<file path="src/rtl/uart_rx_param.sv">
// uart_rx_param
//   Parametrised UART receiver with oversampling, 3-sample majority voting,
//   false-start rejection, frame-error reporting and optional parity check.
//
//   Optional feature macro: UART_RX_PARITY_EN
//     defined   : frame = start + DATA_BITS + parity + stop, Parity_Err active
//     undefined : frame = start + DATA_BITS + stop, Parity_Err tied to 0
//
// Parameters
//   CLK_FREQ   : system clock frequency in Hz
//   DATA_BITS  : data bits per frame (5..9), LSB first
//   OVERSAMPLE : sample ticks per bit (even, >= 8)
//
// Ports
//   Clk        : system clock
//   Rst        : synchronous active-high reset
//   baud_set   : 0=9600 1=19200 2=38400 3=57600 4..7=115200, latched at start
//   parity_odd : 1 = odd parity, 0 = even (parity build only)
//   Rs232_Rx   : asynchronous serial input, idle high
//   data_byte  : last correctly received word
//   Rx_Done    : 1-cycle pulse, data_byte valid in the same cycle
//   Frame_Err  : 1-cycle pulse, stop bit voted low
//   Parity_Err : 1-cycle pulse, parity mismatch
//   Rx_Busy    : high whenever the receiver is not idle
module uart_rx_param #(
  parameter int CLK_FREQ   = 50_000_000,
  parameter int DATA_BITS  = 8,
  parameter int OVERSAMPLE = 16
) (
  input  logic                 Clk,
  input  logic                 Rst,
  input  logic [2:0]           baud_set,
  input  logic                 parity_odd,
  input  logic                 Rs232_Rx,
  output logic [DATA_BITS-1:0] data_byte,
  output logic                 Rx_Done,
  output logic                 Frame_Err,
  output logic                 Parity_Err,
  output logic                 Rx_Busy
);

  function automatic int calc_div(input int baud);
    int d;
    d = CLK_FREQ / (baud * OVERSAMPLE);
    return (d < 1) ? 1 : d;
  endfunction

  function automatic logic maj3(input logic a, input logic b, input logic c);
    return (a & b) | (a & c) | (b & c);
  endfunction

  localparam int DIV_0 = calc_div(9600);
  localparam int DIV_1 = calc_div(19200);
  localparam int DIV_2 = calc_div(38400);
  localparam int DIV_3 = calc_div(57600);
  localparam int DIV_4 = calc_div(115200);

  // The slowest baud always yields the largest divisor.
  localparam int DIV_W  = (DIV_0 > 1) ? $clog2(DIV_0) : 1;
  localparam int SAMP_W = $clog2(OVERSAMPLE);
  localparam int BIT_W  = $clog2(DATA_BITS + 1);

  localparam logic [DIV_W-1:0] DIV0_M1 = DIV_W'(DIV_0 - 1);
  localparam logic [DIV_W-1:0] DIV1_M1 = DIV_W'(DIV_1 - 1);
  localparam logic [DIV_W-1:0] DIV2_M1 = DIV_W'(DIV_2 - 1);
  localparam logic [DIV_W-1:0] DIV3_M1 = DIV_W'(DIV_3 - 1);
  localparam logic [DIV_W-1:0] DIV4_M1 = DIV_W'(DIV_4 - 1);

  localparam logic [SAMP_W-1:0] SAMP_A    = SAMP_W'(OVERSAMPLE / 2 - 1);
  localparam logic [SAMP_W-1:0] SAMP_B    = SAMP_W'(OVERSAMPLE / 2);
  localparam logic [SAMP_W-1:0] SAMP_C    = SAMP_W'(OVERSAMPLE / 2 + 1);
  localparam logic [SAMP_W-1:0] SAMP_LAST = SAMP_W'(OVERSAMPLE - 1);
  localparam logic [BIT_W-1:0]  BIT_LAST  = BIT_W'(DATA_BITS - 1);

  typedef enum logic [2:0] {
    IDLE   = 3'd0,
    START  = 3'd1,
    DATA   = 3'd2,
    PARITY = 3'd3,
    STOP   = 3'd4
  } state_t;

`ifdef UART_RX_PARITY_EN
  localparam state_t AFTER_DATA = PARITY;
`else
  localparam state_t AFTER_DATA = STOP;
`endif

  state_t state, state_nxt;

  logic                 sync_p0, sync_p1, sync_p2;
  logic                 fall_det;
  logic [2:0]           baud_q;
  logic [DIV_W-1:0]     div_m1;
  logic [DIV_W-1:0]     div_cnt;
  logic [SAMP_W-1:0]    samp_cnt;
  logic                 tick;
  logic                 samp_a, samp_b;
  logic                 vote_evt, vote;
  logic [BIT_W-1:0]     bit_cnt;
  logic                 last_bit;
  logic [DATA_BITS-1:0] shift_reg;
  logic                 done_nxt, ferr_nxt;

  // Stage p0/p1: two-flop synchroniser; p2: edge register for the falling edge
  always_ff @(posedge Clk) begin
    if (Rst) begin
      sync_p0 <= 1'b1;
      sync_p1 <= 1'b1;
      sync_p2 <= 1'b1;
    end else begin
      sync_p0 <= Rs232_Rx;
      sync_p1 <= sync_p0;
      sync_p2 <= sync_p1;
    end
  end

  assign fall_det = sync_p2 & ~sync_p1;

  always_ff @(posedge Clk) begin
    if (Rst) begin
      baud_q <= 3'd0;
    end else if (state == IDLE && fall_det) begin
      baud_q <= baud_set;
    end
  end

  always_comb begin
    div_m1 = DIV4_M1;
    case (baud_q)
      3'd0:    div_m1 = DIV0_M1;
      3'd1:    div_m1 = DIV1_M1;
      3'd2:    div_m1 = DIV2_M1;
      3'd3:    div_m1 = DIV3_M1;
      default: div_m1 = DIV4_M1;
    endcase
  end

  assign tick = (div_cnt == div_m1);

  // Counters sit at zero while idle, so they start fresh at start detection.
  always_ff @(posedge Clk) begin
    if (Rst || state == IDLE) begin
      div_cnt  <= '0;
      samp_cnt <= '0;
    end else if (tick) begin
      div_cnt  <= '0;
      samp_cnt <= (samp_cnt == SAMP_LAST) ? '0 : samp_cnt + 1'b1;
    end else begin
      div_cnt  <= div_cnt + 1'b1;
    end
  end

  // The first two mid-bit samples are stored; the third is taken live at the vote.
  always_ff @(posedge Clk) begin
    if (tick && samp_cnt == SAMP_A) samp_a <= sync_p1;
    if (tick && samp_cnt == SAMP_B) samp_b <= sync_p1;
  end

  assign vote_evt = (state != IDLE) && tick && (samp_cnt == SAMP_C);
  assign vote     = maj3(samp_a, samp_b, sync_p1);
  assign last_bit = (bit_cnt == BIT_LAST);

  always_ff @(posedge Clk) begin
    if (Rst || state != DATA) begin
      bit_cnt <= '0;
    end else if (vote_evt) begin
      bit_cnt <= bit_cnt + 1'b1;
    end
  end

  always_ff @(posedge Clk) begin
    if (state == DATA && vote_evt) begin
      shift_reg <= {vote, shift_reg[DATA_BITS-1:1]};
    end
  end

`ifdef UART_RX_PARITY_EN
  logic par_err_q;

  always_ff @(posedge Clk) begin
    if (Rst || state == START) begin
      par_err_q <= 1'b0;
    end else if (state == PARITY && vote_evt) begin
      par_err_q <= vote ^ (^shift_reg) ^ parity_odd;
    end
  end
`else
  logic unused_parity_odd;
  assign unused_parity_odd = parity_odd;
`endif

  always_ff @(posedge Clk) begin
    if (Rst) state <= IDLE;
    else     state <= state_nxt;
  end

  always_comb begin
    state_nxt = state;
    case (state)
      IDLE:    if (fall_det) state_nxt = START;
      START:   if (vote_evt) state_nxt = vote ? IDLE : DATA;
      DATA:    if (vote_evt && last_bit) state_nxt = AFTER_DATA;
      PARITY:  if (vote_evt) state_nxt = STOP;
      STOP:    if (vote_evt) state_nxt = IDLE;
      default: state_nxt = IDLE;
    endcase
  end

`ifdef UART_RX_PARITY_EN
  logic perr_nxt;
`endif

  // A low stop bit takes priority over a parity mismatch.
  always_comb begin
    done_nxt = 1'b0;
    ferr_nxt = 1'b0;
`ifdef UART_RX_PARITY_EN
    perr_nxt = 1'b0;
`endif
    Rx_Busy  = (state != IDLE);
    if (state == STOP && vote_evt) begin
      if (!vote) begin
        ferr_nxt = 1'b1;
`ifdef UART_RX_PARITY_EN
      end else if (par_err_q) begin
        perr_nxt = 1'b1;
`endif
      end else begin
        done_nxt = 1'b1;
      end
    end
  end

  // Result stage: pulses and the delivered word
  always_ff @(posedge Clk) begin
    if (Rst) begin
      Rx_Done   <= 1'b0;
      Frame_Err <= 1'b0;
      data_byte <= '0;
    end else begin
      Rx_Done   <= done_nxt;
      Frame_Err <= ferr_nxt;
      if (done_nxt) data_byte <= shift_reg;
    end
  end

`ifdef UART_RX_PARITY_EN
  always_ff @(posedge Clk) begin
    if (Rst) Parity_Err <= 1'b0;
    else     Parity_Err <= perr_nxt;
  end
`else
  assign Parity_Err = 1'b0;
`endif

endmodule

</file>
<file path="config.mk">
export PLATFORM = sky130hd
export DESIGN_NAME = uart_rx_param
export DESIGN_NICKNAME = d
export VERILOG_FILES = /design/src/rtl/uart_rx_param.sv
export SDC_FILE = /design/constraint.sdc
export NUM_CORES = 1
export LEC_CHECK = 0
export ABC_AREA = 0
export BUFFER_PORTS_ARGS = -buffer_cell sky130_fd_sc_hd__buf_2
export CAP_MARGIN = 5
export CELL_PAD_IN_SITES_DETAIL_PLACEMENT = 1
export CELL_PAD_IN_SITES_GLOBAL_PLACEMENT = 1
export CORE_MARGIN = 3
export CORE_UTILIZATION = 48
export CTS_BUF_LIST = sky130_fd_sc_hd__clkbuf_2 sky130_fd_sc_hd__clkbuf_4 sky130_fd_sc_hd__clkbuf_8
export DETAILED_ROUTE_END_ITERATION = 6
export PLACE_DENSITY = 0.83
export SYNTH_ARGS = -nofsm -noshare
export SYNTH_HDL_FRONTEND = slang
export SYNTH_SLANG_ARGS = --single-unit
</file>
<file path="constraint.sdc">
create_clock -name Clk -period 3 [get_ports Clk]
set_input_delay 0.3 -clock Clk [delete_from_list [all_inputs] [get_ports Clk]]
set_output_delay 0.3 -clock Clk [all_outputs]
set_load 0.02 [all_outputs]
</file>
==> flow_metrics.py <==
metrics = {
    "yosys": {
        "synth_edf_count": 10,
        "syn-instance-count": 223,
        "synth-adder-area-share_pct": 3.36,
        "ys.flop_type": "dfxtp_1",
        "avgSynthCellArea_um2": 9.69,
        "yosysSeqAreaShare_pct": 47.2,
        "synth_top_family_by_area": "simple AND/OR/NAND/NOR gates",
        "synth_simple_gate_area_share_pct": 23.6,
        "synth_cell_types": 53,
        "ys_ff_latch": 46,
        "synth_compound_area_share_pct": 15.3,
        "synth_area_um2": 2160,
        "async_reset_ff_share_pct": 0,
        "yosys-mux-area-fraction_pct": 1.91,
        "synth.net_count": 235,
        "synth_warnings": 0,
        "synthXorXnorAreaFrac_pct": 3.65,
    },
    "timing": {
        "setup_viol": 0,
        "maxSlewHeadroom_pct": 52.6,
        "finalMaxSlewViolations": 0,
        "hold_viol_final": 0,
        "tightest_slew_ns": 0.707,
        "finClkSkew_ns": 0.00616,
        "finalCriticalPeriod_ns": 2.65,
        "finalWorstSetupSlack_ns": 0.351,
        "post-route-period-util_pct": 88.3,
        "whs_ns": 0.195,
        "rsz0062_at_grt": "false",
        "fmax_mhz": 378,
        "tns_ns": 0,
    },
    "die": {
        "ios": 19,
        "rows": 23,
        "fp.dieW_um": 73.1,
        "die_area_um2": 5340,
        "start_util_pct": 51.8,
        "fp.dieH_um": 73.1,
        "core_um2": 4170,
    },
    "power_and_ir_drop": {
        "p_clk_share_pct": 36.7,
        "power_leakage_nw": 0.801,
        "sequentialPowerShare_pct": 60.0,
        "p_int_uw": 820,
        "combPwrFrac_pct": 3.3,
        "power_mw": 1.07,
        "vdd_drop_max_v": 0.000254,
        "power.density_nw_per_um2": 456,
        "switchingPower_uw": 246,
        "swShare_pct": 23.1,
    },
    "route": {
        "first_pass_iters": 4,
        "drcViolationCount": 0,
        "drt_iter0_drc": 104,
        "routed_wl_um": 5180,
        "wl_per_cell_um": 18.1,
        "ant_nets": 0,
        "routed_via_density": 6.14,
        "routed-via-count": 1757,
    },
    "clocking": {
        "cts_buffers": 5,
        "cts_buffer_depth": 2,
        "cts_resized": 0,
        "cts_tree": "yes",
        "clock_latency_ns": 0.30,
        "ctsHoldBuffers": 0,
        "cts_root_buf": "clkbuf_8",
        "path_clk_slew_ns": 0.09,
        "cts_setup_buffers": 0,
        "cts_sinks": 46,
        "htreeDepth": 2,
    },
    "placement": {
        "dp.cells": 278,
        "placed_area_um2": 2250,
        "gp_congestion": 0.806,
        "pre_cts_ws_ns": 0.377,
        "port_buffers": 16,
        "dp_hpwl_um": 3770,
    },
    "outcome": {
        "outcome": "finished clean",
    },
    "final_layout": {
        "antenna_cells": 0,
        "design_area_um2": 2340,
        "fin_nets": 247,
        "fin_util_pct": 56.1,
        "areaGrowthSynthToFinish_pct": 8.28,
        "largest_reg_flops": 9,
        "layout-drive-gt1-share_pct": 14.0,
        "finalNonFillerCells": 286,
    },
    "worst_setup_path": {
        "start_kind": "flip-flop",
        "endpoint_kind": "flip-flop",
        "crit_path_max_fanout": 19,
        "critPathArrivalTime_ns": 2.89,
        "required_ns": 3.24,
        "path_class": "reg -> reg",
    },
    "grt": {
        "grt_pass1_wl_um": 8930,
        "track_usage_pct": 21.4,
        "grt_antenna_before_repair": 0,
        "grt-ovfl-total": 0,
        "first_global_vias": 1871,
        "grt_max_degree": 23,
    },
    "flow_run": {
        "maxCapViolCount": 0,
    },
    "min_path": {
        "hold_class": "in -> reg",
    },
}
==> final cells by class <==
class                      instances  area, um^2
timing repair buffer              18        95.1
inverter                           9        33.8
sequential                        46        1020
clock buffer                       6        76.3
tap                               50        62.6
multi-input combinational        155        1040
clock inverter                     2        13.8
fill                             475        1830
==> final timing paths <==
check / from / endpoint / slack, ns / cells past startpoint
worst max-delay path: baud_q[2] / bit_cnt[3] / 0.35 / 5
worst min-delay path: Rs232_Rx / sync_p0 / 0.20 / 2
worst min register to register: sync_p0 / sync_p1 / 0.41 / 1
worst max register to register: baud_q[2] / bit_cnt[3] / 0.35 / 5
==> cells in the final DEF (no fill, tap or decap), drive strengths merged, types with 2 or more instances in the layout <==
master / n
or2: 4
a221o: 2
a211oi: 3
nand3b: 2
clkinv: 2
buf: 18
ha: 5
nor4: 2
o21ai: 7
nand4b: 2
and3: 4
a21oi: 18
nand2: 2
and2: 2
xnor2: 2
and4b: 2
nor4b: 2
nor2: 17
nand2b: 5
nand3: 8
nor3: 6
o21bai: 2
dfxtp: 36
nor3b: 2
inv: 9
nor2b: 3
edfxtp: 10
mux2i: 3
nand4: 11
xor2: 7
clkbuf: 6
o31ai: 11
or4: 4
==> synthesized netlist by cell type (6+ instances only) <==
| master | instances | area share [%] |
|---|---|---|
| a21oi_1 | 18 | 4.2 |
| clkbuf_1 | 7 | 1.2 |
| dfxtp_1 | 36 | 33 |
| edfxtp_1 | 10 | 14 |
| inv_1 | 9 | 1.6 |
| nand3_1 | 8 | 1.9 |
| nand4_1 | 11 | 3.2 |
| nor2_1 | 17 | 3.0 |
| nor3_1 | 6 | 1.4 |
| o21ai_0 | 6 | 1.4 |
| o31ai_1 | 11 | 3.8 |
| xor2_1 | 7 | 2.8 |
==> power groups by stage <==
stage,Clock (mW),Combinational (mW),Sequential (mW)
floorplan,0,0.0285,0.651
global placement,0,0.0331,0.653
detailed placement,0,0.0356,0.654
CTS,0.397,0.0360,0.639
global route,0.425,0.0396,0.641
finish,0.391,0.0356,0.640
==> cell families (layout without fill, tap and decap cells) <==
kind of cell             after synthesis  count (layout)
XOR/XNOR                               9               9
other                                  1               1
AO/OA/AOI/OAI                         50              50
flip-flops                            46              46
buffers and inverters                 22              35
adder cells (fa/ha/maj)                6               6
multiplexers                           4               4
AND/OR/NAND/NOR                       85              85
==> worst max-delay path, stage by stage (launching register included) <==
cell and delay (ns):
dfxtp_1 0.41, or3b_1 0.39, a221o_1 0.40, a221o_1 0.63, or4_1 0.60, a21oi_1 0.16
==> metal layers <==
layer,wire length [um],GRT usage [%],part of all wire [%]
met1,2220,24.9,43
met2,2710,39.2,52
met3,166,4.13,3.2
met4,89,6.15,1.7
met5,0,0,0
No activity file was read; power rests on OpenSTA's default activity.
